## config.mk

```make
export PLATFORM = sky130hd
export DESIGN_NAME = mem_access
export DESIGN_NICKNAME = d
export VERILOG_FILES = /design/src/rtl/cpu_pkg.sv /design/src/rtl/load_align.sv /design/src/rtl/mem_access.sv
export SDC_FILE = /design/constraint.sdc
export NUM_CORES = 1
export LEC_CHECK = 0
export CAP_MARGIN = 20
export CELL_PAD_IN_SITES_DETAIL_PLACEMENT = 1
export CELL_PAD_IN_SITES_GLOBAL_PLACEMENT = 1
export CORE_ASPECT_RATIO = 0.5
export CORE_MARGIN = 2
export CORE_UTILIZATION = 35
export CTS_CLUSTER_SIZE = 10
export DETAILED_ROUTE_END_ITERATION = 10
export GPL_TIMING_DRIVEN = 0
export PLACE_DENSITY = 0.95
export SLEW_MARGIN = 10
export SYNTH_ARGS = -nofsm -noshare
export SYNTH_HDL_FRONTEND = slang
export SYNTH_SLANG_ARGS = --single-unit
```

## constraint.sdc

```tcl
create_clock -name clk -period 4.4 [get_ports clk]
set_clock_uncertainty 0.2 [all_clocks]
set_input_delay 0.66 -clock clk [delete_from_list [all_inputs] [get_ports clk]]
set_output_delay 0.66 -clock clk [all_outputs]
set_load 0.005 [all_outputs]
```

## src/rtl/cpu_pkg.sv

```systemverilog
// ============================================================================
// cpu_pkg : shared funct3 access-size encodings and memory-stage FSM states
// Rev 1.0 : initial release
// ============================================================================
`default_nettype none

package cpu_pkg;

  localparam logic [2:0] F3_B  = 3'b000;
  localparam logic [2:0] F3_H  = 3'b001;
  localparam logic [2:0] F3_W  = 3'b010;
  localparam logic [2:0] F3_BU = 3'b100;
  localparam logic [2:0] F3_HU = 3'b101;

  localparam logic [0:0] ST_IDLE   = 1'b0;
  localparam logic [0:0] ST_ACCESS = 1'b1;

  // Natural alignment: bytes anywhere, halves on even, words on multiples of 4.
  function automatic logic f_aligned(input logic [2:0] f3, input logic [1:0] a);
    case (f3[1:0])
      2'b00:   return 1'b1;
      2'b01:   return ~a[0];
      default: return (a == 2'b00);
    endcase
  endfunction

endpackage

`default_nettype wire

```

## src/rtl/load_align.sv

```systemverilog
// ============================================================================
// load_align : selects the addressed byte/half of a read word and extends it
// Rev 1.0 : initial release
// ============================================================================
`default_nettype none

module load_align
  import cpu_pkg::*;
(
  input  logic [31:0] i_rdata,
  input  logic [1:0]  i_addr_lo,
  input  logic [2:0]  i_funct3,
  output logic [31:0] o_data
);

  logic [7:0]  w_byte;
  logic [15:0] w_half;

  always_comb begin
    w_byte = i_rdata[7:0];
    case (i_addr_lo)
      2'd0:    w_byte = i_rdata[7:0];
      2'd1:    w_byte = i_rdata[15:8];
      2'd2:    w_byte = i_rdata[23:16];
      default: w_byte = i_rdata[31:24];
    endcase
  end

  assign w_half = i_addr_lo[1] ? i_rdata[31:16] : i_rdata[15:0];

  always_comb begin
    o_data = i_rdata;
    case (i_funct3)
      F3_B:    o_data = {{24{w_byte[7]}}, w_byte};
      F3_BU:   o_data = {24'd0, w_byte};
      F3_H:    o_data = {{16{w_half[15]}}, w_half};
      F3_HU:   o_data = {16'd0, w_half};
      default: o_data = i_rdata;
    endcase
  end

endmodule

`default_nettype wire

```

## src/rtl/mem_access.sv

```systemverilog
// ============================================================================
// mem_access : RV32I memory stage - byte/half/word loads and stores over a
//              ready-handshaked data port, with stall, timeout and sticky err
// Rev 1.0 : initial release
// ============================================================================
`default_nettype none

module mem_access
  import cpu_pkg::*;
#(
  parameter int TIMEOUT = 16,
  parameter int ADDR_W  = 32
) (
  input  logic              clk,
  input  logic              rst,
  input  logic [31:0]       alu_result,
  input  logic [31:0]       rs2_value,
  input  logic [2:0]        funct3,
  input  logic              in_MemWrite,
  input  logic              in_MemRead,
  input  logic              in_RegWrite,
  input  logic [4:0]        in_RegDest,
  input  logic              in_MemToReg,
  output logic [ADDR_W-1:0] mem_addr,
  output logic [31:0]       mem_wdata,
  output logic [3:0]        mem_wstrb,
  output logic              mem_read,
  output logic              mem_write,
  input  logic              mem_ready,
  input  logic [31:0]       mem_rdata,
  output logic              stall,
  output logic              out_RegWrite,
  output logic [4:0]        out_RegDest,
  output logic              out_MemToReg,
  output logic [31:0]       out_alu_result,
  output logic [31:0]       out_load_data,
  output logic              err
);

  localparam int                 c_CNT_W    = $clog2(TIMEOUT) + 1;
  localparam logic [c_CNT_W-1:0] c_CNT_LAST = c_CNT_W'(TIMEOUT - 1);

  logic [0:0]         r_state, w_next;
  logic [c_CNT_W-1:0] r_cnt;
  logic [31:0]        r_alu, r_rs2;
  logic [2:0]         r_f3;
  logic               r_mw, r_mr, r_rw, r_m2r, r_err;
  logic [4:0]         r_rd;

  logic               w_acc, w_timeout, w_start, w_misalign, w_in_mem;
  logic [3:0]         w_strb;
  logic [31:0]        w_load;

  assign w_acc      = (r_state == ST_ACCESS);
  assign w_timeout  = w_acc & ~mem_ready & (r_cnt == c_CNT_LAST);
  assign w_in_mem   = in_MemRead | in_MemWrite;
  assign w_start    = w_in_mem & f_aligned(funct3, alu_result[1:0]);
  assign w_misalign = w_in_mem & ~f_aligned(funct3, alu_result[1:0]);

  // State register
  always_ff @(posedge clk) begin
    if (rst) r_state <= ST_IDLE;
    else     r_state <= w_next;
  end

  // Next state: IDLE decides on the op being captured this edge
  always_comb begin
    w_next = ST_IDLE;
    case (r_state)
      ST_IDLE:   w_next = w_start ? ST_ACCESS : ST_IDLE;
      ST_ACCESS: w_next = (mem_ready | w_timeout) ? ST_IDLE : ST_ACCESS;
      default:   w_next = ST_IDLE;
    endcase
  end

  // Memory port outputs; a write request takes precedence over a read
  always_comb begin
    mem_read  = 1'b0;
    mem_write = 1'b0;
    mem_wstrb = 4'b0000;
    stall     = 1'b0;
    if (w_acc) begin
      mem_write = r_mw;
      mem_read  = r_mr & ~r_mw;
      mem_wstrb = r_mw ? w_strb : 4'b0000;
      stall     = ~(mem_ready | w_timeout);
    end
  end

  always_comb begin
    case (r_f3[1:0])
      2'b00: begin
        w_strb    = 4'b0001 << r_alu[1:0];
        mem_wdata = {4{r_rs2[7:0]}};
      end
      2'b01: begin
        w_strb    = 4'b0011 << r_alu[1:0];
        mem_wdata = {2{r_rs2[15:0]}};
      end
      default: begin
        w_strb    = 4'b1111;
        mem_wdata = r_rs2;
      end
    endcase
  end

  assign mem_addr = {r_alu[ADDR_W-1:2], 2'b00};

  load_align u_load_align (
    .i_rdata   (mem_rdata),
    .i_addr_lo (r_alu[1:0]),
    .i_funct3  (r_f3),
    .o_data    (w_load)
  );

  always_ff @(posedge clk) begin
    if (rst) begin
      r_alu <= '0;  r_rs2 <= '0;  r_f3 <= '0;  r_mw <= 1'b0;  r_mr <= 1'b0;
      r_rw  <= 1'b0; r_rd <= '0;  r_m2r <= 1'b0;
    end else if (!stall) begin
      r_alu <= alu_result;  r_rs2 <= rs2_value;  r_f3 <= funct3;
      r_mw  <= in_MemWrite; r_mr  <= in_MemRead; r_rw <= in_RegWrite;
      r_rd  <= in_RegDest;  r_m2r <= in_MemToReg;
    end
  end

  always_ff @(posedge clk) begin
    if (rst || !w_acc) r_cnt <= '0;
    else               r_cnt <= r_cnt + 1'b1;
  end

  // Results: non-memory ops pass straight through; memory ops on completion
  always_ff @(posedge clk) begin
    if (rst) begin
      out_RegWrite   <= 1'b0;
      out_RegDest    <= '0;
      out_MemToReg   <= 1'b0;
      out_alu_result <= '0;
      out_load_data  <= '0;
      r_err          <= 1'b0;
    end else if (!w_acc) begin
      if (w_in_mem) begin
        out_RegWrite <= 1'b0;
        if (w_misalign) r_err <= 1'b1;
      end else begin
        out_RegWrite   <= in_RegWrite;
        out_RegDest    <= in_RegDest;
        out_MemToReg   <= in_MemToReg;
        out_alu_result <= alu_result;
      end
    end else if (mem_ready) begin
      out_RegWrite   <= r_rw;
      out_RegDest    <= r_rd;
      out_MemToReg   <= r_m2r;
      out_alu_result <= r_alu;
      out_load_data  <= w_load;
    end else begin
      out_RegWrite <= 1'b0;
      if (w_timeout) r_err <= 1'b1;
    end
  end

  assign err = r_err;

endmodule

`default_nettype wire

```

-- After elaboration in Yosys (flattened, before gate mapping)
Index checks and enable logic that the tools add are counted.
- muxes and demuxes: 31
- $add $sub $neg: 1
- div/mod/pow operators: 0
- bitwise operators: 13
- equal/unequal tests: 12
- $lt $le $gt $ge: 0
- $mul: 0
- shifts and indexed selects: 2
- reductions and logical operators: 12
- operators by type and width (cell ; number):
    case mux 32 bit (4 select lines) ; 1
    two-way mux 32 bit ; 3
    case mux 32 bit (2 select lines) ; 1
    case mux 8 bit (3 select lines) ; 1
    two-way mux 1 bit ; 16
    two-way mux 16 bit ; 1
    two-way mux 5 bit ; 3
    logical NOT 2 bit ; 4
    two-way mux 4 bit ; 2
    case mux 4 bit (2 select lines) ; 1
    == test 2 x 1 -> 1 bit, second input constant ; 3
    == test 3 bit, second input constant ; 2
    inequality test 2 bit, second input constant ; 3
    NOT 1 bit ; 6
    adder 5 x 1 -> 5 bit, second input constant ; 1
    AND 1 bit ; 5
    == test 5 x 4 -> 1 bit, second input constant ; 1
    case mux 1 bit (2 select lines) ; 2
    AND reduction 2 bit ; 2
    AND reduction 4 bit ; 1
    nonzero test 2 bit ; 2
    left shift 1 x 2 -> 4 bit, first input constant ; 1
    left shift 2 x 2 -> 4 bit, first input constant ; 1
    == test 3 x 1 -> 1 bit, second input constant ; 1
    other kinds (6) ; 7
- RAM bits: 0
- input port bits: 111
- output and inout port bits: 143
- memories kept: 0
- word-level logic and storage cells: 87
- flip-flop bits (word level): 154
- bits in read-only memories: 0
- latch bits: 0

-- Logic depth before layout (Yosys ltp)
Gate-level depths: netlist (run 1).
- depth after elaboration: 7
- mapped depth: 9
- gate-level depth less buffers: 7

-- By module
A second synthesis (run 1) with hierarchy kept.
- cell total of the unflattened synthesis: 916
- area, all modules: 7567.3 um^2
- modules (own cells, without submodules) (module ; area an instance (um^2) ; times used ; sequential area each (um^2) ; cells an instance):
    mem_access ; 6597.6 ; 1 ; 3083.0 ; 783
    load_align ; 969.7 ; 1 ; 0.0 ; 133

-- Least setup slack after synthesis (run 1)
No wires, ideal clock.
- path type: flip-flop to output port
- start point: reg r_cnt[0]
- end point: out stall
- setup slack: 2065 ps
- path buffers: 1
- stages on the path, launching flop included: 7
- arrival time: 1475 ps
- data required time: 3540 ps
- path through: dfxtp_1 ha_1 and3_1 ha_1 nand3b_1 inv_2 clkbuf_1
- cells in the longest elaborated chain, start to end: 5
- ends and longest elaborated chain (element ; RTL line ; text):
    from (decl) ; mem_access.sv:44 ; logic [c_CNT_W-1:0] r_cnt;
    from (signal assigned) ; mem_access.sv:129 ; else r_cnt <= r_cnt + 1'b1;
    == test 5 x 4 -> 1 bit ; mem_access.sv:55 ; assign w_timeout = w_acc & ~mem_ready & (r_cnt == c_CNT_LAST);
    AND 1 bit ; mem_access.sv:55 ;
    OR 1 bit ; mem_access.sv:86 ; stall = ~(mem_ready | w_timeout);
    NOT 1 bit ; mem_access.sv:86 ;
    two-way mux 1 bit ; mem_access.sv:82 ; if (w_acc) begin
    to (decl) ; mem_access.sv:31 ; output logic stall,
Every way passes these cells.

-- Worst setup path in the final report (run 1)
Same ends and word-level chain as after synthesis.

==> impl_metrics.tcl, run 1 <==
set metrics [dict create \
    clkTransAtPathRegs_ns 0.07 \
    period_share 0.881 \
    ant_nets 0 \
    finalMaxSlewViolations 0 \
    max_cap_violations 0 \
    min_period_ns 3.88 \
    via_per_inst 5.38 \
    instances_no_fill 1400 \
    die_h_um 104 \
    insertion_delay_ns 0.44 \
    hold_path.class "reg -> reg" \
    vdd_drop_max_mv 0.260 \
    final_common_cell "clkdlybuf4s50_1" \
    cts_root_buffer "clkbuf_16" \
    synth_top_family_by_area "compound AO/OA/AOI/OAI gates" \
    synth-seq-cells 154 \
    r2r-start "r_cnt[0]" \
    area_growth_pct 50.0 \
    drc_errors 0 \
    drive_above_1_share 0.115 \
    io_pins 254 \
    grt_first_pass_wirelength_um 46000 \
    synth_flop_cell "dfxtp_1" \
    finalHoldViolCount 0 \
    wirelength_um 30000 \
    swShare 0.281 \
    setup-tns-final_ns 0 \
    initial_core_util 0.356 \
    grt_pass1_vias 8146 \
    cts_resized 0 \
    critPathArrivalTime_ns 3.02 \
    core_area_um2 19500 \
    layout.nets 1231 \
    pwr-share-seq 0.399 \
    crit_path_start "r_cnt[0]" \
    synth_xor_xnor_area_share 0.00253 \
    ys_seq_area_frac 0.444 \
    detail_route.wl_per_cell_um 21.4 \
    synth_edf_count 0 \
    ys_types 40 \
    die_area_um2 21000 \
    crit_fanout 10 \
    grt_remaining_overflow 0 \
    cts_buffer_depth 2 \
    final_util 0.535 \
    p_sw_mw 1.11 \
    slew_headroom 0.446 \
    cp.required_ns 3.54 \
    fmax_mhz 258 \
    dp.cells 1365 \
    endpoint_kind "output port" \
    p_clk_frac 0.394 \
    dpl.hpwl_um 21800 \
    numPortBuffers 251 \
    min-delay-start "out_load_data[21]" \
    syn-instance-count 847 \
    tightest_slew_ns 0.831 \
    synth_adder_area_share 0.00361 \
    syn_area_per_cell_um2 8.19 \
    die_x_um 203 \
    postCtsSetupBuffers 0 \
    synth-compound-area-share 0.191 \
    cts_tree "done" \
    start_kind "flip-flop" \
    final_cell_mix "251 x clkdlybuf4s50_1, 193 x nand2_1, 154 x dfxtp_1" \
    antenna_found_initial 4 \
    syn_area_um2 6940 \
    grt_max_degree 17 \
    dpl-instance-area_um2 9790 \
    synthSimpleGateAreaFrac 0.154 \
    cts_num_sinks 154 \
    internal_power_mw 2.83 \
    placementRows 36 \
    synth_warnings 0 \
    cts_hold_buffers 0 \
    combinationalPowerShare 0.207 \
    h-tree-depth 4 \
    place_congestion 0.896 \
    p_leak_nw 4.00 \
    fin_area_um2 10400 \
    synth-async-reset-ratio 0 \
    grt_util_all_layers 0.284 \
    synth_mux_area_frac 0.108 \
    critPathKind "reg -> out" \
    first_iter_violations 414 \
    finalSetupViolations 0 \
    via_count 7525 \
    numCtsBuffers 17 \
    rsz0062_at_grt "false" \
    powerDensity_nw_per_um2 379 \
    status "completed" \
    drt_first_pass_iters 5 \
]
power by group through the flow:
stage	sequential (mW)	combinational, mW	clock [mW]
floorplan	1.59	0.348	0
global placement	1.59	0.758	0
detailed placement	1.60	0.795	0
CTS	1.57	0.810	1.57
global route	1.58	0.869	1.63
finish	1.58	0.816	1.55
flip-flops by register name (all words and copies together), names as in the netlist, 3 cells and up:
| register | count |
|---|---|
| out_RegDest | 5 |
| out_alu_result | 32 |
| r_alu | 32 |
| r_rs2 | 32 |
| out_load_data | 32 |
| r_rd | 5 |
| r_f3 | 3 |
| r_cnt | 5 |
critical path, stage by stage, from the launching register on:
cell             delay (ns)
dfxtp_1                0.35
ha_1                   0.23
and3_1                 0.21
ha_1                   0.21
nand3b_1               0.34
inv_2                  0.20
clkbuf_1               0.43
clkdlybuf4s50_1        0.61
metal layers:
layer,GRT usage,up-vias,wire length [um]
met5,0,-,0
met4,0.176,0,1750
met3,0.0632,109,1650
met2,0.488,323,14700
met1,0.323,3680,11900
li1,-,3413,-
synthesized netlist by cell type, types with 2 or more instances:
| master | count | area, um^2 |
|---|---|---|
| buf_2 | 22 | 110 |
| buf_6 | 2 | 22.5 |
| a31oi_1 | 3 | 18.8 |
| nor2_1 | 62 | 233 |
| inv_1 | 8 | 30.0 |
| o22ai_1 | 7 | 43.8 |
| mux2i_1 | 50 | 500 |
| a211oi_1 | 39 | 293 |
| clkbuf_1 | 32 | 120 |
| buf_4 | 47 | 353 |
| o21ai_0 | 49 | 245 |
| nand2b_1 | 4 | 25.0 |
| dfxtp_1 | 154 | 3080 |
| inv_2 | 2 | 7.51 |
| buf_1 | 5 | 18.8 |
| ha_1 | 2 | 25.0 |
| a21oi_1 | 107 | 536 |
| and3_1 | 2 | 12.5 |
| nand2_1 | 193 | 724 |
| a221oi_1 | 8 | 70.1 |
| a311oi_1 | 7 | 61.3 |
| mux2_2 | 22 | 248 |
| nand3_1 | 3 | 15.0 |
final cells by class:
cell class	count	area [um^2]
Antenna cell	4	10.0
Buffer	108	624
Clock buffer	17	425
Clock inverter	14	185
Fill cell	2277	9050
Inverter	10	37.5
Multi-Input combinational cell	576	3200
Sequential cell	154	3080
Tap cell	266	333
Timing Repair Buffer	251	2510
cell families (layout without fill, tap and decap cells):
logic type	count (synthesis)	count (layout)
other cells	1	6
simple gates	272	272
flops	154	154
fa+ha+maj	2	2
xor+xnor	2	2
mux	72	72
buf+inv	118	400
compound gates	226	226
per-stage QoR:
step / setup WS (ns) / power [mW] / hold slack [ns]
after global placement: 0.882 / 2.35 / 0.229
after CTS: 0.543 / 3.95 / 0.253
after detailed placement: 0.847 / 2.40 / 0.244
final: 0.523 / 3.94 / 0.250
after floorplan: 2.07 / 1.93 / 0.218
after global routing: 0.420 / 4.09 / 0.281
worst paths after layout:
| check | endpoint | depth (start not counted) | slack (ns) |
|---|---|---|---|
| worst max register to register | r_alu[1] | 9 | 1.76 |
| worst max-delay path | stall | 7 | 0.52 |
| worst min-delay path | out_load_data[21] | 2 | 0.25 |
| worst min register to register | out_load_data[21] | 2 | 0.25 |
Note: power is estimated with default switching activity, not from simulation.
==> inputs of run 2 (changes only) <==
HOLD_SLACK_MARGIN = 0.12   (was default)
==> results of run 2 <==
The final DEF is identical to that of run 1; final timing and power are the same.
